===== config.mk =====
export PLATFORM = sky130hd
export DESIGN_NAME = updown_sweep_ctrl
export DESIGN_NICKNAME = d
export VERILOG_FILES = /design/src/rtl/updown_pkg.sv /design/src/rtl/updown_core.sv /design/src/rtl/updown_sweep_ctrl.sv
export SDC_FILE = /design/constraint.sdc
export NUM_CORES = 1
export LEC_CHECK = 0
export BUFFER_PORTS_ARGS = -buffer_cell sky130_fd_sc_hd__buf_2
export CAP_MARGIN = 20
export CORE_MARGIN = 1.5
export CORE_UTILIZATION = 61
export CTS_BUF_LIST = sky130_fd_sc_hd__clkbuf_4
export CTS_CLUSTER_SIZE = 12
export DETAILED_ROUTE_END_ITERATION = 10
export PLACE_DENSITY = 0.84
export REMOVE_ABC_BUFFERS = 1
export SYNTH_ARGS = -nofsm -noshare
export SYNTH_HDL_FRONTEND = slang
export SYNTH_HIERARCHICAL = 1
export SYNTH_SLANG_ARGS = --single-unit
export TNS_END_PERCENT = 30

===== constraint.sdc =====
create_clock -name clk -period 5.5 [get_ports clk]
set_input_delay 0 -clock clk [delete_from_list [all_inputs] [get_ports clk]]
set_output_delay 0 -clock clk [all_outputs]
set_load 0.02 [all_outputs]

===== src/rtl/updown_pkg.sv =====
// Shared definitions for the up/down sweep sequencer and its counter datapath.
package updown_pkg;

  // Sequencer states
  typedef enum logic [1:0] {
    ST_IDLE = 2'd0,
    ST_UP   = 2'd1,
    ST_DOWN = 2'd2,
    ST_DONE = 2'd3
  } state_e;

  // Count direction encoding, as seen on the dir output
  localparam logic DIR_UP = 1'b1;
  localparam logic DIR_DN = 1'b0;

  // Width of a prescaler that counts 0 .. div-1; never less than one bit
  function automatic int unsigned presc_width(input int unsigned div);
    return (div > 1) ? $clog2(div) : 1;
  endfunction

endpackage


===== src/rtl/updown_core.sv =====
// WIDTH-bit up/down counter datapath. A load overrides a pending step.
module updown_core
  import updown_pkg::*;
#(
  parameter int WIDTH = 4
) (
  input  logic             clk,
  input  logic             rst,
  input  logic             en,
  input  logic             dir,
  input  logic             load,
  input  logic [WIDTH-1:0] load_val,
  output logic [WIDTH-1:0] count
);

  logic [WIDTH-1:0] count_d;
  logic [WIDTH-1:0] count_q;

  // Next count: load first, otherwise step one in the requested direction
  always_comb begin
    count_d = count_q;
    if (load) begin
      count_d = load_val;
    end else if (en) begin
      if (dir == DIR_UP) begin
        count_d = count_q + 1'b1;
      end else begin
        count_d = count_q - 1'b1;
      end
    end
  end

  // Counter register, cleared by the asynchronous reset
  always_ff @(posedge clk or posedge rst) begin
    if (rst) begin
      count_q <= '0;
    end else begin
      count_q <= count_d;
    end
  end

  assign count = count_q;

endmodule


===== src/rtl/updown_sweep_ctrl.sv =====
// Triangular sweep sequencer: runs n sweeps lo -> hi -> lo on the counter
// datapath, one step every DIV clocks, with start/abort command handling.
module updown_sweep_ctrl
  import updown_pkg::*;
#(
  parameter int WIDTH   = 4,
  parameter int SWEEP_W = 4,
  parameter int DIV     = 1
) (
  input  logic               clk,
  input  logic               rst,
  input  logic               start,
  input  logic               abort,
  input  logic [WIDTH-1:0]   lo,
  input  logic [WIDTH-1:0]   hi,
  input  logic [SWEEP_W-1:0] n_sweeps,
  output logic [WIDTH-1:0]   count,
  output logic               dir,
  output logic               busy,
  output logic               done,
  output logic [SWEEP_W-1:0] sweep_cnt,
  output logic               cfg_err
);

  localparam int                 PRESC_W   = presc_width(DIV);
  localparam logic [PRESC_W-1:0] PRESC_MAX = PRESC_W'(DIV - 1);

  // Control state
  state_e             state_d,   state_q;
  logic               dir_d,     dir_q;
  logic               busy_d,    busy_q;
  logic               done_d,    done_q;
  logic               cfg_err_d, cfg_err_q;
  logic [SWEEP_W-1:0] sweep_d,   sweep_q;
  logic [PRESC_W-1:0] presc_d,   presc_q;

  // Run configuration captured on an accepted start
  logic [WIDTH-1:0]   lo_sh_d,   lo_sh_q;
  logic [WIDTH-1:0]   hi_sh_d,   hi_sh_q;
  logic [SWEEP_W-1:0] n_sh_d,    n_sh_q;

  // Datapath control and derived values
  logic               core_en;
  logic               core_load;
  logic [WIDTH-1:0]   core_load_val;
  logic [WIDTH-1:0]   count_w;
  logic [WIDTH-1:0]   step_val;
  logic [SWEEP_W-1:0] sweep_inc;
  logic [PRESC_W-1:0] presc_adv;
  logic               tick;

  updown_core #(
    .WIDTH (WIDTH)
  ) u_core (
    .clk      (clk),
    .rst      (rst),
    .en       (core_en),
    .dir      (dir_q),
    .load     (core_load),
    .load_val (core_load_val),
    .count    (count_w)
  );

  // Value the counter will hold after a step, used to detect the turn points
  always_comb begin
    if (dir_q == DIR_UP) begin
      step_val = count_w + 1'b1;
    end else begin
      step_val = count_w - 1'b1;
    end
    sweep_inc = sweep_q + 1'b1;
    tick      = (presc_q == PRESC_MAX);
    presc_adv = tick ? '0 : presc_q + 1'b1;
  end

  // Sequencer next-state, datapath control and registered-output decode
  always_comb begin
    state_d       = state_q;
    dir_d         = dir_q;
    busy_d        = busy_q;
    done_d        = 1'b0;
    cfg_err_d     = 1'b0;
    sweep_d       = sweep_q;
    presc_d       = presc_q;
    lo_sh_d       = lo_sh_q;
    hi_sh_d       = hi_sh_q;
    n_sh_d        = n_sh_q;
    core_en       = 1'b0;
    core_load     = 1'b0;
    core_load_val = lo_sh_q;

    case (state_q)
      ST_IDLE: begin
        presc_d = '0;
        if (start) begin
          if (lo < hi) begin
            lo_sh_d       = lo;
            hi_sh_d       = hi;
            n_sh_d        = n_sweeps;
            core_load     = 1'b1;
            core_load_val = lo;
            dir_d         = DIR_UP;
            sweep_d       = '0;
            busy_d        = 1'b1;
            state_d       = ST_UP;
          end else begin
            cfg_err_d = 1'b1;
          end
        end
      end

      ST_UP: begin
        if (abort) begin
          state_d = ST_IDLE;
          busy_d  = 1'b0;
          presc_d = '0;
        end else begin
          presc_d = presc_adv;
          if (tick) begin
            core_en = 1'b1;
            if (step_val == hi_sh_q) begin
              state_d = ST_DOWN;
              dir_d   = DIR_DN;
              presc_d = '0;
            end
          end
        end
      end

      ST_DOWN: begin
        if (abort) begin
          state_d = ST_IDLE;
          busy_d  = 1'b0;
          presc_d = '0;
        end else begin
          presc_d = presc_adv;
          if (tick) begin
            core_en = 1'b1;
            if (step_val == lo_sh_q) begin
              sweep_d = sweep_inc;
              presc_d = '0;
              // A zero sweep request never terminates on its own
              if ((n_sh_q != '0) && (sweep_inc == n_sh_q)) begin
                state_d = ST_DONE;
                busy_d  = 1'b0;
                done_d  = 1'b1;
              end else begin
                state_d = ST_UP;
                dir_d   = DIR_UP;
              end
            end
          end
        end
      end

      ST_DONE: begin
        state_d       = ST_IDLE;
        presc_d       = '0;
        core_load     = 1'b1;
        core_load_val = lo_sh_q;
        sweep_d       = n_sh_q;
      end

      default: begin
        state_d = ST_IDLE;
        busy_d  = 1'b0;
        presc_d = '0;
      end
    endcase
  end

  // Control registers with asynchronous reset
  always_ff @(posedge clk or posedge rst) begin
    if (rst) begin
      state_q   <= ST_IDLE;
      dir_q     <= DIR_UP;
      busy_q    <= 1'b0;
      done_q    <= 1'b0;
      cfg_err_q <= 1'b0;
      sweep_q   <= '0;
      presc_q   <= '0;
    end else begin
      state_q   <= state_d;
      dir_q     <= dir_d;
      busy_q    <= busy_d;
      done_q    <= done_d;
      cfg_err_q <= cfg_err_d;
      sweep_q   <= sweep_d;
      presc_q   <= presc_d;
    end
  end

  // Run configuration registers; only meaningful after an accepted start
  always_ff @(posedge clk) begin
    lo_sh_q <= lo_sh_d;
    hi_sh_q <= hi_sh_d;
    n_sh_q  <= n_sh_d;
  end

  assign count     = count_w;
  assign dir       = dir_q;
  assign busy      = busy_q;
  assign done      = done_q;
  assign sweep_cnt = sweep_q;
  assign cfg_err   = cfg_err_q;

endmodule


==> metrics.md <==
| Metric | Value |
|---|---|
| CTS tree | done |
| Setup violators final | 0 |
| Synth Area in Simple Gates | 14.67% |
| Yosys reg bits | 26 |
| Worst r2r path cells | 7 |
| Worst-Skew Late Latency | 0.32 ns |
| HP Class | input port to async pin |
| Initial DRT Pass Iterations | 4 |
| Final #Nets | 242 |
| Setup crit end kind | flop |
| CP dominant cell by count | nor2_1 |
| Port Buf Inserts | 27 |
| Seq/Total Area, Yosys | 37.87% |
| Synth Area in Compound Gates | 14.67% |
| CP cell instances | dlygate4sd3_1 > buf_2 > inv_1 > ha_1 > nand2_1 > o21ai_0 > a21oi_1 > and3_1 > nor2_1 > nor2_1 > or4b_1 > a221o_1 > nand3_1 |
| Most common cell after layout, fill and taps aside | buf_2 |
| Vias post-DR | 1,434 |
| Clock Power Share | 7.5% |
| Syn Std Cell Area | 1774 um2 |
| First-pass GRT wire length | 6.589 mm |
| I/O pin count | 28 |
| Synth Flop Type | dfrtp_1 |
| Hold-fix buffers, CTS | 14 |
| Root buffer cell | clkbuf_4 |
| Vias/cell | 5.950 |
| Switching part of the total | 45.08% |
| Netlist cell types | 48 |
| Remaining DRCs | 0 |
| Initial Util | 64.34% |
| Post-Synth Adder-Cell Area | 11.42% |
| Row count | 19 |
| Slowest CP cell | dlygate4sd3_1 |
| CP Buf/Inv Count | 3 |
| Max capacitance violation total | 0 |
| CP top delay family | simple AND/OR/NAND/NOR gates |
| Pint | 0.0006184 W |
| Post-synthesis cell count | 171 |
| Yosys warns | 6 |
| Synthesis-to-layout area growth | 17.21% |
| H-Tree Depth | 1 |
| Syn Area/Cell | 10.38 um2 |
| Achievable frequency | 353.0 MHz |
| Die W | 56.93 um |
| GR Util All Layers | 25.85% |
| Leakage | 0.9623 nW |
| Critical path peak fanout | 13 |
| Non-Filler Cell Area, Final | 2079 um2 |
| Synth Area in XOR/XNOR | 9.944% |
| Initial DRC count | 100 |
| Reg2reg end | sweep_cnt[0]$_DFFE_PP0P_ |
| Routed wire length per instance | 16.24 um |
| Net Sw Power | 0.0005077 W |
| PostCTS Resize Cnt | 0 |
| Die area | 3241 um2 |
| Worst VDD drop | 0.4142 mV |
| CP max stage delay | 0.53 ns |
| Vias in the first global route | 1,500 |
| Commonest non-fill, non-tap cells in the layout | buf_2, inv_1, dlygate4sd3_1, ha_1, dfrtp_1 |
| Unrepaired setup endpoints after global routing | no |
| Power per cell area | 541.5 nW/um2 |
| Detailed Route WL | 3.914 mm |
| Startpoint class of the critical path | input port |
| Die Ht | 56.93 um |
| Crit Reg-Reg Startpoint | u_core/count[0]$_DFFE_PP0P_ |
| WP data arrival | 3.10 ns |
| Sink Count | 26 |
| Clk slew on worst S/H paths | 0.15 ns |
| Post-synth EDFFs | 8 |
| Slew @ Worst Pin | 0.6523 ns |
| Endpoints failing hold | 0 |
| Worst Clk Skew | 0.002901 ns |
| Mux cell area share after synthesis | 6.065% |
| Tmin final | 2.833 ns |
| Grt ovf | 0 |
| Pins Over Slew Limit | 0 |
| Status | complete, no violations |
| Gpl congestion | 0.8480 |
| Layout cells sized above 1 | 20.48% |
| CP Class | input port to flop |
| Placed Area | 1913 um2 |
| Reg power frac | 31.0% |
| Number of diodes | 0 |
| FILL cells | 174 |
| Routed Antenna Nets | 0 |
| Antenna violations before repair | 0 |
| Critical path required time | 5.77 ns |
| Setup TNS | 0 ns |
| Pin count of the biggest net entering global routing | 15 |
| R2r setup slk | 2.73 ns |
| CTS Buffer Depth | 2 |
| Final period util | 51.51% |
| Gate power share | 61.4% |
| Rel. slew slack | 56.35% |
| Dpl hpwl | 2.824 mm |
| Core area | 2758 um2 |
| Setup Buffers After CTS | 0 |
| Ys async rst share | 53.85% |
| CTS Buf Count | 3 |
| Largest family of logic cells by synthesized area | compound AO/OA/AOI/OAI gates |
flip-flops by register name (all words and copies together) (netlist names):
| register | count |
|---|---|
| state_q | 2 |
| dir | 1 |
| hi_sh_q | 4 |
| busy | 1 |
| done | 1 |
| sweep_cnt | 4 |
| lo_sh_q | 4 |
| cfg_err | 1 |
| u_core/count | 4 |
| n_sh_q | 4 |
worst max-delay path by stage:
| stage | startpoint | end | slack [ns] | cells past startpoint |
|---|---|---|---|---|
| final | hi[2] | u_core/count[3]$_DFFE_PP0P_ | 2.67 | 13 |
| after floorplan | u_core/count[0]$_DFFE_PP0P_ | sweep_cnt[0]$_DFFE_PP0P_ | 2.92 | 7 |
| after CTS | hi[2] | u_core/count[3]$_DFFE_PP0P_ | 2.71 | 13 |
| after global placement | u_core/count[0]$_DFFE_PP0P_ | sweep_cnt[0]$_DFFE_PP0P_ | 2.84 | 7 |
| after global routing | hi[2] | u_core/count[3]$_DFFE_PP0P_ | 2.45 | 13 |
| after detailed placement | u_core/count[0]$_DFFE_PP0P_ | sweep_cnt[0]$_DFFE_PP0P_ | 2.77 | 7 |
tightest hold or removal path, delay by kind of cell:
kind,cells,cell delay [ns]
buffers and inverters,3,0.80
power by group through the flow:
stage	Sequential [W]	Combinational (W)	Clock, W
global placement	0.000347	0.000641	0
global route	0.000360	0.000751	0.0000933
detailed placement	0.000353	0.000667	0
floorplan	0.000374	0.000492	0
CTS	0.000349	0.000682	0.0000847
finish	0.000350	0.000692	0.0000850
cell usage after synthesis (2+ instances only):
master / number / area, um2
clkbuf_1: 3 / 11.26
dfxtp_1: 4 / 80.08
mux2i_1: 4 / 40.04
and3_1: 2 / 12.51
a22oi_1: 2 / 15.01
inv_1: 16 / 60.06
o211ai_1: 3 / 22.52
dfrtp_1: 13 / 325.3
xnor2_1: 6 / 52.55
edfxtp_1: 8 / 240.2
nand3b_1: 3 / 22.52
ha_1: 13 / 162.7
a22o_1: 2 / 17.52
nor2b_1: 3 / 18.77
a21oi_1: 10 / 50.05
nand2b_1: 3 / 18.77
mux2_2: 6 / 67.56
nand2_1: 10 / 37.54
xor2_1: 6 / 52.55
a21o_1: 2 / 15.01
nand3_1: 8 / 40.04
nor3_1: 2 / 10.01
nor2_1: 10 / 37.54
o21ai_0: 5 / 25.02
fa_1: 2 / 40.04
xor3_1: 3 / 71.32
stage by stage:
step / instances / worst slack (ns) / utilization (%) / hold WS (ns) / power [W]
after floorplan: 165 / 2.919 / - / -0.2339 / 0.0008661
after global placement: 223 / 2.842 / 69.37 / -0.1011 / 0.0009883
after detailed placement: 223 / 2.767 / 69.37 / -0.09211 / 0.001019
after CTS: 241 / 2.705 / 75.41 / 0.08208 / 0.001116
after global routing: 241 / 2.454 / 75.41 / 0.08763 / 0.001204
final: 241 / 2.667 / 75.41 / 0.08521 / 0.001126
metal layers:
layer	vias to the layer above	global-route usage [%]	part of all wire [%]
met5	-	0	0
met3	6	3.401	6.1
li1	683	-	-
met4	0	9.302	1.0
met1	679	32.83	43
met2	66	45.32	50
kinds of logic (layout without fill, tap and decap cells):
group	count (synthesis)	in the layout
simple gates	48	48
compound gates	35	35
flops	26	26
buf+inv	22	61
fa+ha+maj	15	15
xor+xnor	15	15
mux	10	10
layout make-up:
type	instances	area [um2]	area share (%)
Timing Repair Buffer	41	275.3	13.24
Multi-Input combinational cell	123	1007	48.44
Sequential cell	26	671.9	32.31
Tap cell	31	38.79	1.865
Clock buffer	3	22.52	1.083
Clock inverter	1	3.754	0.1805
Inverter	16	60.06	2.888
Power figures use the tool's default switching activity.
